### config.mk
export PLATFORM = sky130hd
export DESIGN_NAME = operand_fetch_ctrl
export DESIGN_NICKNAME = d
export VERILOG_FILES = /design/src/rtl/operand_fetch_ctrl.sv
export SDC_FILE = /design/constraint.sdc
export NUM_CORES = 1
export LEC_CHECK = 0
export ABC_AREA = 1
export CAP_MARGIN = 15
export CORE_UTILIZATION = 45
export DETAILED_ROUTE_END_ITERATION = 16
export GPL_TIMING_DRIVEN = 0
export PLACE_DENSITY = 0.82
export SLEW_MARGIN = 0
export SYNTH_ARGS = -nofsm -noshare
export SYNTH_HDL_FRONTEND = slang
export SYNTH_SLANG_ARGS = --single-unit
### constraint.sdc
create_clock -name FSM_Signal -period 2.1 [get_ports FSM_Signal]
set_clock_uncertainty 0.1 [all_clocks]
set_input_delay 0.315 -clock FSM_Signal [delete_from_list [all_inputs] [get_ports FSM_Signal]]
set_output_delay 0.315 -clock FSM_Signal [all_outputs]
set_load 0.005 [all_outputs]
### src/rtl/operand_fetch_ctrl.sv
`default_nettype none
// ============================================================================
// operand_fetch_ctrl : fetches 0/1/2 operand bytes into the immediate registers
// Optional: define OPFETCH_TIMEOUT_EN for a per-byte mem_ready timeout. Rev 1.0
// ============================================================================
module operand_fetch_ctrl #(
  parameter int TIMEOUT_CYCLES = 15,
  parameter int DATA_W         = 8
) (
  input  logic              FSM_Signal,
  input  logic              reset_n,
  input  logic              start,
  input  logic [1:0]        opnd_cnt,
  input  logic              flush,
  output logic              mem_req,
  input  logic              mem_ready,
  input  logic [DATA_W-1:0] mem_data,
  output logic [DATA_W-1:0] imm_data,
  output logic              load_IMM_LO,
  output logic              load_IMM_HI,
  output logic              reset_IMM,
  output logic              pc_inc,
  output logic              busy,
  output logic              done,
  output logic              timeout_err
);

  localparam logic [2:0] c_IDLE     = 3'd0;
  localparam logic [2:0] c_CLEAR    = 3'd1;
  localparam logic [2:0] c_FETCH_LO = 3'd2;
  localparam logic [2:0] c_FETCH_HI = 3'd3;
  localparam logic [2:0] c_DONE     = 3'd4;

  logic [2:0]        r_state;
  logic [2:0]        w_next;
  logic [1:0]        r_cnt;
  logic [1:0]        w_cnt_sat;
  logic              w_fetching;
  logic              w_cap;
  logic              w_timeout;

  logic              w_mem_req;
  logic              w_load_lo;
  logic              w_load_hi;
  logic              w_reset_imm;
  logic              w_pc_inc;
  logic              w_busy;
  logic              w_done;

  logic              r_mem_req;
  logic              r_load_lo;
  logic              r_load_hi;
  logic              r_reset_imm;
  logic              r_pc_inc;
  logic              r_busy;
  logic              r_done;
  logic [DATA_W-1:0] r_imm_data;

  assign w_cnt_sat  = (opnd_cnt == 2'd3) ? 2'd2 : opnd_cnt;
  assign w_fetching = (r_state == c_FETCH_LO) || (r_state == c_FETCH_HI);
  // A byte is taken only while our own request is up; flush discards it.
  assign w_cap      = w_fetching && r_mem_req && mem_ready && !flush;

`ifdef OPFETCH_TIMEOUT_EN
  localparam logic [7:0] c_TO_LAST = 8'(TIMEOUT_CYCLES - 1);

  logic [7:0] r_wait;
  logic       r_timeout_err;

  assign w_timeout = w_fetching && r_mem_req && !mem_ready && !flush &&
                     (r_wait == c_TO_LAST);

  always_ff @(posedge FSM_Signal or negedge reset_n) begin
    if (!reset_n) begin
      r_wait        <= 8'd0;
      r_timeout_err <= 1'b0;
    end else begin
      if (w_next != r_state)
        r_wait <= 8'd0;
      else if (w_fetching && r_mem_req && !mem_ready)
        r_wait <= r_wait + 8'd1;
      if (w_timeout)
        r_timeout_err <= 1'b1;
    end
  end

  assign timeout_err = r_timeout_err;
`else
  // No wait counter in this build; this term is constant false over the
  // legal TIMEOUT_CYCLES range.
  assign w_timeout   = (TIMEOUT_CYCLES == 0);
  assign timeout_err = 1'b0;
`endif

  always_ff @(posedge FSM_Signal or negedge reset_n) begin
    if (!reset_n) begin
      r_state     <= c_IDLE;
      r_cnt       <= 2'd0;
      r_mem_req   <= 1'b0;
      r_load_lo   <= 1'b0;
      r_load_hi   <= 1'b0;
      r_reset_imm <= 1'b0;
      r_pc_inc    <= 1'b0;
      r_busy      <= 1'b0;
      r_done      <= 1'b0;
      r_imm_data  <= '0;
    end else begin
      r_state     <= w_next;
      r_mem_req   <= w_mem_req;
      r_load_lo   <= w_load_lo;
      r_load_hi   <= w_load_hi;
      r_reset_imm <= w_reset_imm;
      r_pc_inc    <= w_pc_inc;
      r_busy      <= w_busy;
      r_done      <= w_done;
      if ((r_state == c_IDLE) && start && !flush)
        r_cnt <= w_cnt_sat;
      if (w_cap)
        r_imm_data <= mem_data;
    end
  end

  always_comb begin
    w_next = r_state;
    if (flush) begin
      w_next = c_IDLE;
    end else begin
      case (r_state)
        c_IDLE:     if (start) w_next = c_CLEAR;
        c_CLEAR:    w_next = (r_cnt == 2'd0) ? c_DONE : c_FETCH_LO;
        c_FETCH_LO: begin
          if (w_timeout)  w_next = c_IDLE;
          else if (w_cap) w_next = (r_cnt == 2'd1) ? c_DONE : c_FETCH_HI;
        end
        c_FETCH_HI: begin
          if (w_timeout)  w_next = c_IDLE;
          else if (w_cap) w_next = c_DONE;
        end
        c_DONE:     w_next = c_IDLE;
        default:    w_next = c_IDLE;
      endcase
    end
  end

  // Registered outputs: everything is derived from the transition being taken.
  always_comb begin
    w_mem_req   = ((w_next == c_FETCH_LO) || (w_next == c_FETCH_HI)) && !w_cap;
    w_load_lo   = w_cap && (r_state == c_FETCH_LO);
    w_load_hi   = w_cap && (r_state == c_FETCH_HI);
    w_pc_inc    = w_cap;
    w_reset_imm = (w_next == c_CLEAR);
    w_done      = (w_next == c_DONE);
    w_busy      = (w_next != c_IDLE);
  end

  assign mem_req     = r_mem_req;
  assign load_IMM_LO = r_load_lo;
  assign load_IMM_HI = r_load_hi;
  assign reset_IMM   = r_reset_imm;
  assign pc_inc      = r_pc_inc;
  assign busy        = r_busy;
  assign done        = r_done;
  assign imm_data    = r_imm_data;

endmodule
`default_nettype wire

After elaboration in Yosys (flattened, before gate mapping). Index checks and enable logic that the tools add are counted.

Register bits after elaboration: 20. Input port bits: 15. Output and inout port bits: 16. Word-level logic and storage cells: 42.

Equal/unequal tests: 9. Mux-type cells: 8. Reductions and logical operators: 15.

Operators with widths (count): 3-bit two-way mux (6); 3-bit by 2-bit == test with 1-bit output (second input constant) (4); 3-bit case mux with 4 select lines (1); 1-bit logical AND (8); 3-bit by 1-bit == test with 1-bit output (second input constant) (2); 3-bit == test (second input constant) (1); 3-bit logical NOT (1); 3-bit nonzero test (1); 2-bit by 1-bit == test with 1-bit output (second input constant) (1); 2-bit == test (second input constant) (1); 1-bit logical NOT (2); 2-bit logical NOT (1); 1-bit logical OR (2); 2-bit two-way mux (1).

Logic depth before layout (Yosys ltp). Gate-level depths: netlist of the first run.

Depth after elaboration: 11. Depth in mapped cells: 7.

Worst setup path before layout of the first run. Ideal clock, no wire load.

Path type: reg2reg. Start point: register r_mem_req (netlist: mem_req). End point: register r_busy (netlist: busy). Library setup time: 0.125 ns. Data arrival time: 0.880 ns. Required time: 1.875 ns. Slack: 0.996 ns. Stages on the path, launching flop included: 8. Buffers on the path: 0. Cell sequence: dfrtp_1 nand2_1 nor2_1 nor2_1 nor2_1 nand2_2 nand2_2 nand3_1.

Word-level cells in the longest chain between the ends: 7. Elaborated cells on any way between the ends: 8.

RTL lines: start, declared (line 50) `logic r_mem_req;`; start signal, assigned (line 109) `r_mem_req <= w_mem_req;`; 1-bit logical AND * (3 in a row) (line 62) `assign w_cap = w_fetching && r_mem_req && mem_ready && !flush;`; 3-bit two-way mux (on tied branches) (line 137, 133); 3-bit case mux with 4 select lines * (line 128) `case (r_state)`; 3-bit two-way mux * (line 125) `if (flush) begin`; 3-bit nonzero test * (line 153) `w_busy = (w_next != c_IDLE);`; via w_busy (line 47) `logic w_busy;`; end signal, assigned (line 114) `r_busy <= w_busy;`; end, declared (line 55) `logic r_busy;`.

Mark *: on every way through the listed nets, which the timed path passes. The rest lies on a longest branch. A chain may end at the register's enable or synchronous reset.

Worst setup path after layout of the first run.
Start point: register r_mem_req (netlist: mem_req). End point: output mem_req.

RTL lines: end, declared (line 15) `output logic mem_req,`.

No word-level cell between the ends.

==> results.py, run 1 <==
metrics = {
    "place": {
        "port_buffers": 29,
        "dp.cells": 144,
        "pre_cts_ws_ns": 0.4304,
        "place_area_um2": 1154,
        "dp_hpwl_um": 1210,
        "place_congestion": 0.7692,
    },
    "layout": {
        "post-route-util_pct": 69.86,
        "layout.nets": 139,
        "diodes": 0,
        "drive_gt1_share_pct": 14.63,
        "design_area_um2": 1206,
        "stdcell_count": 148,
        "syn_to_final_growth_pct": 44.96,
    },
    "die": {
        "die_x_um": 45,
        "die-area_um2": 2025,
        "core_area_um2": 1727,
        "fp.dieH_um": 45,
        "num_io_pins": 31,
        "initial_core_util_pct": 48.19,
        "fp-row-count": 15,
    },
    "yosys": {
        "synth.area.top_cells": "dfrtp_1 (60%), nand2_1 (14%), inv_1 (3.6%)",
        "syn-num-nets": 105,
        "synth_warnings": 0,
        "synth_cell_types": 19,
        "yosysSeqAreaShare_pct": 60.15,
        "syn_inst": 90,
        "yosysTopAreaCell": "dfrtp_1",
        "ys_ff_latch": 20,
        "synth_top_cell_area_share_pct": 60.15,
        "syn_area_um2": 832.0,
        "syn_avg_cell_area_um2": 9.245,
    },
    "setup_path": {
        "cp.required_ns": 1.68,
        "critPathKind": "reg2out",
        "critPathCaptureType": "output port",
        "slowest_stage": "clkdlybuf4s50_1",
        "crit_arrival_ns": 1.20,
        "critPathMaxStageDelay_ns": 0.51,
        "crit_buf_inv": 1,
        "cp_max_fo": 3,
        "crit_path_start_kind": "register",
        "rr_endpoint": "busy",
        "r2r_slack_ns": 0.87,
        "critPathTopFamily": "buffers and inverters",
        "r2r-start": "mem_req",
        "reg2reg_depth": 7,
        "crit_path_cell_trace": "clkdlybuf4s50_1",
    },
    "global_route": {
        "grt_overflow": 0,
        "grt_pass1_vias": 650,
        "antenna_found_initial": 0,
        "grt_pass1_wl_um": 2718,
        "grt_max_degree": 21,
        "grt_usage_pct": 19.68,
    },
    "route": {
        "ant_nets": 0,
        "wirelength_um": 1584,
        "drt-initial-drc-count": 3,
        "vias": 668,
        "drtPass1Iterations": 3,
        "drc": 0,
        "viasPerCell": 4.514,
        "wire_per_inst_um": 10.70,
    },
    "timing": {
        "setup_tns_ns": 0,
        "hold_violations": 0,
        "fin_ws_ns": 0.4863,
        "slew_viol_final": 0,
        "fmax_mhz": 619.7,
        "layout_min_cycle_time_ns": 1.614,
        "slew_headroom_pct": 44.82,
        "period_share_pct": 76.84,
        "max_slew.worst_pin.slew_ns": 0.8252,
        "final-setup-viol-count": 0,
        "rsz0062_at_grt": "false",
        "holdWs_ns": 0.3753,
    },
    "power": {
        "leakage_nw": 0.6139,
        "power_density_nw_per_um2": 771.5,
        "ir_drop_uv": 605.4,
        "power.total_mw": 0.9306,
    },
    "clocking": {
        "cts_setup_buffers": 0,
        "clkSinkCount": 20,
        "clkSlewWorstSetupHoldPaths_ns": 0.11,
        "cts_root_buffer": "clkbuf_4",
        "cts_inserted_buffers": 3,
        "cts-hold-fix-buffers": 0,
        "insertion_delay_ns": 0.30,
        "htree_levels": 1,
        "cts.repair.resized": 0,
        "cts_tree": "done",
        "cts_buffer_depth": 2,
    },
    "job": {
        "cap_violations": 0,
    },
    "status": {
        "status": "finished clean",
    },
    "min_path": {
        "hold_path_class": "in2async",
    },
}
==> cells in the final DEF (no fill, tap or decap) <==
master and instances:
nand2_1 30, clkdlybuf4s50_1 29, dfrtp_1 20, inv_1 8, nor2_1 7, nand2_2 4, nand3_1 4, clkbuf_4 3
inv_2 2, nor2_2 2, buf_4 2, o21ai_0 2, nand3_2 1, nor2_4 1, buf_6 1, a21oi_1 1
nand4_2 1, nand4_1 1, o21ai_1 1, nand3b_1 1, conb_1 1, bufinv_16 1
==> sequential cells by signal, indices dropped and copies added (netlist names) <==
signal	count
mem_req	1
load_IMM_HI	1
pc_inc	1
imm_data	8
load_IMM_LO	1
done	1
r_cnt	2
busy	1
reset_IMM	1
r_state	3
==> worst register-to-register path, stage by stage (launching register included) <==
cell	delay (ns)
dfrtp_1	0.39
nand2_1	0.06
nor2_1	0.14
nor2_1	0.06
nor2_1	0.14
nand2_2	0.06
nand2_2	0.08
nand3_1	0.08
==> area by class of cell <==
type | count | area, um2
fill | 150 | 520.5
buffer | 3 | 26.28
tap | 25 | 31.28
timing repair buffer | 29 | 290.3
sequential | 20 | 500.5
multi-input combinational | 57 | 267.8
inverter | 10 | 37.54
clock buffer | 3 | 22.52
clock inverter | 1 | 30.03
==> logic make-up after synthesis <==
family,after synthesis,share of synthesized area (%)
AOI/OAI and AO/OA,4,2.405
DFF,20,60.15
and+or+nand+nor,52,29.32
buffers and inverters,13,7.669
other,1,0.4507
==> per-layer routing <==
metal  wire [um]  GRT usage [%]  share of wire (%)  up-vias
met1         689          23.48                 43      315
met4          27          10.91                1.7        0
met3          37          6.000                2.3        4
li1            -              -                  -      337
met2         829          31.59                 52       12
met5           0              0                  0        -
==> worst max-delay path by stage <==
stage	from	end	slack (ns)	cells after the start
final	mem_req	mem_req	0.49	1
after global routing	mem_req	mem_req	0.41	1
after CTS	mem_req	mem_req	0.46	1
after detailed placement	mem_ready	busy	0.43	8
after global placement	mem_ready	busy	0.49	8
after floorplan	mem_req	busy	1.0	7
==> cell usage after synthesis <==
library cell  instances
a21oi_1               1
buf_4                 2
buf_6                 1
conb_1                1
dfrtp_1              20
inv_1                 8
inv_2                 2
nand2_1              30
nand2_2               4
nand3_1               4
nand3_2               1
nand3b_1              1
nand4_1               1
nand4_2               1
nor2_1                7
nor2_2                2
nor2_4                1
o21ai_0               2
o21ai_1               1
==> power breakdown <==
group | internal (mW) | switching [mW]
Clock | 0.193 | 0.117
Combinational | 0.0965 | 0.0756
Sequential | 0.425 | 0.0236
(Power assumes the default switching activity.)
==> inputs of run 2 (changes only) <==
--- a/config.mk
+++ b/config.mk
@@ -7,10 +7,10 @@
 export LEC_CHECK = 0
 export ABC_AREA = 1
 export CAP_MARGIN = 15
-export CORE_UTILIZATION = 45
+export CORE_UTILIZATION = 42
 export DETAILED_ROUTE_END_ITERATION = 16
 export GPL_TIMING_DRIVEN = 0
-export PLACE_DENSITY = 0.82
+export PLACE_DENSITY = 0.78
 export SLEW_MARGIN = 0
 export SYNTH_ARGS = -nofsm -noshare
 export SYNTH_HDL_FRONTEND = slang
==> constraint.sdc (replaced) <==
create_clock -name FSM_Signal -period 1.5 [get_ports FSM_Signal]
set_clock_uncertainty 0.1 [all_clocks]
set_input_delay 0.225 -clock FSM_Signal [delete_from_list [all_inputs] [get_ports FSM_Signal]]
set_output_delay 0.225 -clock FSM_Signal [all_outputs]
set_load 0.005 [all_outputs]
==> run 2 against run 1 <==
Against the previous run:
- via count increased by 2.7%
- sequential share of layout area down 1.3 points
- final area is 3.3% higher
==> results.py, run 2 (synthesized netlist as in run 1, its figures left out) <==
metrics = {
    "route": {
        "wire_per_inst_um": 10.82,
        "drc": 0,
        "drt-initial-drc-count": 10,
        "vias": 686,
        "viasPerCell": 4.543,
        "ant_nets": 0,
        "wirelength_um": 1634,
        "drtPass1Iterations": 4,
    },
    "layout": {
        "diodes": 0,
        "drive_gt1_share_pct": 16.67,
        "syn_to_final_growth_pct": 49.78,
        "post-route-util_pct": 69.89,
        "multi_input_area_um2": 267.8,
        "fill_cells": 142,
        "layout_common_cells": "nand2_1 (30), dfrtp_1 (20), clkdlybuf4s50_1 (16), dlymetal6s2s_1 (9), inv_1 (8)",
        "final_common_cell": "nand2_1",
        "largest_reg_flops": 8,
        "layout.nets": 142,
        "design_area_um2": 1246,
        "regArea_um2": 500.5,
    },
    "die": {
        "fp.dieH_um": 46.51,
        "num_io_pins": 31,
        "fp-row-count": 15,
        "die_x_um": 46.51,
        "die-area_um2": 2163,
        "initial_core_util_pct": 46.67,
        "core_area_um2": 1783,
    },
    "clocking": {
        "clkSlewWorstSetupHoldPaths_ns": 0.11,
        "cts_tree": "done",
        "clkSinkCount": 20,
        "htree_levels": 1,
        "cts-hold-fix-buffers": 0,
        "insertion_delay_ns": 0.29,
        "cts_root_buffer": "clkbuf_4",
        "cts_inserted_buffers": 3,
        "cts_buffer_depth": 2,
    },
    "timing": {
        "rsz0062_at_grt": "false",
        "slew_headroom_pct": 43.98,
        "layout_min_cycle_time_ns": 1.438,
        "slew_viol_final": 0,
        "final-setup-viol-count": 0,
        "fmax_mhz": 695.5,
        "hold_violations": 0,
        "max_slew.worst_pin.slew_ns": 0.8377,
        "period_share_pct": 95.85,
        "fin_ws_ns": 0.06228,
    },
    "setup_path": {
        "slowest_stage": "clkdlybuf4s50_1",
        "r2r-start": "mem_req",
        "crit_path_cell_trace": "clkdlybuf4s50_1",
        "critPathTopFamily": "buffers and inverters",
        "critPathMaxStageDelay_ns": 0.49,
        "rr_endpoint": "busy",
        "critPathKind": "reg2out",
        "crit_arrival_ns": 1.11,
        "crit_buf_inv": 1,
        "r2r_slack_ns": 0.15,
        "cp.required_ns": 1.17,
        "critPathCaptureType": "output port",
        "cp_max_fo": 1,
        "crit_path_start_kind": "register",
        "reg2reg_depth": 9,
    },
    "global_route": {
        "grt_pass1_vias": 671,
        "grt_max_degree": 21,
        "antenna_found_initial": 0,
        "grt_usage_pct": 17.75,
        "grt_pass1_wl_um": 2677,
        "grt_overflow": 0,
    },
    "place": {
        "place_area_um2": 1154,
        "dp_hpwl_um": 1189,
        "pre_cts_ws_ns": -0.03840,
        "port_buffers": 29,
        "place_congestion": 0.7313,
    },
    "power": {
        "p_int_mw": 0.9965,
        "power_density_nw_per_um2": 1041,
        "ir_drop_uv": 973.0,
        "switchingPower_mw": 0.3007,
        "clock_power_share_pct": 33.2,
        "combPwrFrac_pct": 18.7,
        "netSwitchingFraction_pct": 23.18,
        "leakage_nw": 0.8106,
        "seqPwrFrac_pct": 48.1,
    },
    "status": {
        "status": "finished clean",
    },
    "job": {
        "cap_violations": 0,
    },
    "min_path": {
        "hold_path_class": "in2async",
    },
}
[run 2: cell count changes in the layout (fill, tap and decap cells not counted), sizes merged]
cell	change
dlygate4sd2	+4
dlymetal6s2s	+9
clkdlybuf4s50	-13
buf	+3
[run 2: per-layer routing]
metal | up-vias | track usage (%) | share of wire [%]
li1 | 343 | - | -
met1 | 323 | 20.34 | 41
met2 | 16 | 30.56 | 52
met3 | 4 | 2.745 | 4.4
met4 | 0 | 10.59 | 1.8
met5 | - | 0 | 0
[run 2: cell type report]
| cell class | count | area share, % |
|---|---|---|
| inverter | 10 | 3.012 |
| tap | 25 | 2.510 |
| sequential | 20 | 40.16 |
| clock buffer | 3 | 1.807 |
| timing repair buffer | 32 | 26.51 |
| multi-input combinational | 57 | 21.49 |
| clock inverter | 1 | 2.410 |
| buffer | 3 | 2.108 |
[run 2: how the worst max path moves through the flow]
stage / startpoint / end / slack [ns] / cells past startpoint
after CTS: imm_data[7] / imm_data[7] / 0.0001 / 1
after floorplan: mem_req / busy / 0.40 / 7
after global routing: busy / busy / 0.001 / 1
after global placement: mem_ready / busy / -0.02 / 8
after detailed placement: mem_ready / busy / -0.04 / 8
final: busy / busy / 0.06 / 1
[run 2: power by group through the flow]
stage | logic (mW) | clock network [mW] | registers [mW]
3_5_place_dp | 0.243 | 0 | 0.637
2_1_floorplan | 0.0986 | 0 | 0.637
5_1_grt | 0.270 | 0.461 | 0.631
4_1_cts | 0.246 | 0.444 | 0.624
3_3_place_gp | 0.238 | 0 | 0.636
6_report | 0.243 | 0.431 | 0.624
[run 2: timing repair]
action	in CTS	in global routing
gates cloned	0	0
resized for setup	4	9
setup buffers	2	1
endpoints found under the setup margin	6	9
[run 2: through the flow]
step                power [mW]  instances  hold slack [ns]  setup TNS [ns]
finish                   1.297        151           0.2948               0
global route             1.363        151           0.3626               0
CTS                      1.315        150           0.3357               0
detailed placement      0.8804        144           0.3684        -0.06964
global placement        0.8736        144           0.3629        -0.02014
floorplan               0.7356         90          -0.1706               0
==> inputs of run 3 (changes only) <==
--- a/config.mk
+++ b/config.mk
@@ -6,8 +6,11 @@
 export NUM_CORES = 1
 export LEC_CHECK = 0
 export ABC_AREA = 1
+export ABC_CLOCK_PERIOD_IN_PS = 1500
 export CAP_MARGIN = 15
-export CORE_UTILIZATION = 42
+export CELL_PAD_IN_SITES_DETAIL_PLACEMENT = 1
+export CELL_PAD_IN_SITES_GLOBAL_PLACEMENT = 1
+export CORE_UTILIZATION = 31
 export DETAILED_ROUTE_END_ITERATION = 16
 export GPL_TIMING_DRIVEN = 0
 export PLACE_DENSITY = 0.78
==> run 3 against run 2 <==
Against the previous run:
- routed wire length is 19% higher
- largest power group unchanged
- register-to-register slack better by 0.09 ns
- via count is 1.3% higher
- cell count is 2.6% higher
- critical path type unchanged
==> results.py, run 3 (synthesized netlist as in run 1, its figures left out) <==
metrics = {
    "power": {
        "power_density_nw_per_um2": 924.2,
        "netSwitchingFraction_pct": 26.66,
        "switchingPower_mw": 0.2978,
        "combPwrFrac_pct": 21.9,
        "leakage_nw": 0.7090,
        "seqPwrFrac_pct": 56.1,
        "clock_power_share_pct": 22.0,
        "power.total_mw": 1.117,
        "p_int_mw": 0.8193,
        "ir_drop_uv": 446.7,
    },
    "timing": {
        "fmax_mhz": 689.5,
        "slew_viol_final": 0,
        "layout_min_cycle_time_ns": 1.450,
        "final-setup-viol-count": 0,
        "slew_headroom_pct": 40.35,
        "max_slew.worst_pin.slew_ns": 0.8920,
        "rsz0062_at_grt": "false",
        "holdWs_ns": 0.3279,
        "hold_violations": 0,
        "period_share_pct": 96.68,
    },
    "setup_path": {
        "crit_path_cell_trace": "clkdlybuf4s50_1",
        "slowest_stage": "clkdlybuf4s50_1",
        "crit_path_start_kind": "register",
        "crit_arrival_ns": 1.13,
        "critPathMaxStageDelay_ns": 0.49,
        "cp.required_ns": 1.17,
        "critPathCaptureType": "output port",
        "cp_max_fo": 1,
        "crit_buf_inv": 1,
        "critPathKind": "reg2out",
        "critPathTopFamily": "buffers and inverters",
    },
    "die": {
        "num_io_pins": 31,
        "initial_core_util_pct": 33.28,
        "die_x_um": 53.81,
        "core_area_um2": 2500,
        "fp-row-count": 18,
        "die-area_um2": 2895,
        "fp.dieH_um": 53.81,
    },
    "global_route": {
        "grt_overflow": 0,
        "grt_max_degree": 21,
        "grt_usage_pct": 15.27,
        "grt_pass1_vias": 677,
        "grt_pass1_wl_um": 3029,
        "antenna_found_initial": 0,
    },
    "clocking": {
        "cts_root_buffer": "clkbuf_4",
        "clkSlewWorstSetupHoldPaths_ns": 0.11,
        "cts-hold-fix-buffers": 0,
        "cts_buffer_depth": 2,
        "insertion_delay_ns": 0.29,
        "cts_inserted_buffers": 3,
        "htree_levels": 1,
        "clkSinkCount": 20,
        "cts_tree": "done",
    },
    "route": {
        "drtPass1Iterations": 3,
        "wire_per_inst_um": 12.51,
        "drc": 0,
        "wirelength_um": 1939,
        "viasPerCell": 4.484,
        "vias": 695,
        "ant_nets": 0,
        "drt-initial-drc-count": 1,
    },
    "layout": {
        "syn_to_final_growth_pct": 45.26,
        "diodes": 0,
        "layout_common_cells": "nand2_1 (30), dfrtp_1 (20), clkdlybuf4s50_1 (20), inv_1 (8), nor2_1 (7)",
        "drive_gt1_share_pct": 16.00,
        "layout.nets": 142,
        "final_common_cell": "nand2_1",
        "largest_reg_flops": 8,
    },
    "place": {
        "dp_hpwl_um": 1439,
        "place_congestion": 0.8254,
        "port_buffers": 29,
    },
    "status": {
        "status": "finished clean",
    },
    "min_path": {
        "hold_path_class": "in2async",
    },
    "job": {
        "cap_violations": 0,
    },
}
## run 3: cell types whose count changed in the layout (fill, tap and decap cells not counted), sizes merged
| cell | previous run | this run |
|---|---|---|
| dlygate4sd2 | 4 | 5 |
| bufinv | 1 | 0 |
| clkdlybuf4s50 | 16 | 20 |
| dlymetal6s2s | 9 | 4 |
## run 3: repair_timing
action | CTS | global route
buffers inserted | 2 | 1
setup endpoints to repair | 6 | 4
pin swaps | 0 | 0
gates cloned | 0 | 0
resized for setup | 5 | 4
## run 3: path summary, 6_finish.rpt
kind                            slack, ns        start           to  cells past startpoint
worst max-delay path                 0.05         done         done                      1
worst min-delay path                 0.33      reset_n  load_IMM_HI                      1
worst max register to register       0.24      mem_req         busy                      8
worst min register to register       0.39  imm_data[1]  imm_data[1]                      2
max in group asynchronous            0.43      reset_n   r_state[2]                      1
min in group FSM_Signal              0.36  mem_data[1]  imm_data[1]                      3
## run 3: power by group through the flow
stage               sequential [mW]  clock [mW]  combinational (mW)
finish                        0.626       0.246               0.245
global route                  0.632       0.272               0.276
CTS                           0.627       0.260               0.249
detailed placement            0.640           0               0.247
global placement              0.637           0               0.240
floorplan                     0.637           0              0.0986
## run 3: layer usage
metal / GRT usage, % / wire, um / up-vias
met4: 9.211 / 27 / 0
met5: 0 / 0 / -
met1: 17.28 / 791 / 338
met3: 1.695 / 72 / 2
met2: 27.16 / 1047 / 15
li1: - / - / 340
## run 3: layout make-up
cell class	instances	area [um2]
Sequential cell	20	500.5
Inverter	10	37.54
Buffer	3	26.28
Clock buffer	3	22.52
Tap cell	30	37.54
Timing Repair Buffer	32	316.6
Multi-Input combinational cell	57	267.8
Fill cell	300	1291
## run 3: through the flow
| stage | cells | area, um2 | utilization [%] | worst slack (ns) | TNS (ns) |
|---|---|---|---|---|---|
| after global routing | 155 | 1209 | 48.35 | 0.002894 | 0 |
| after floorplan | 90 | 832.0 | - | 0.3955 | 0 |
| final | 155 | 1209 | 48.35 | 0.04977 | 0 |
| after CTS | 154 | 1191 | 47.65 | 0.006932 | 0 |
| after detailed placement | 149 | 1160 | 46.40 | -0.06237 | -0.4486 |
| after global placement | 149 | 1160 | 46.40 | -0.03259 | -0.03346 |
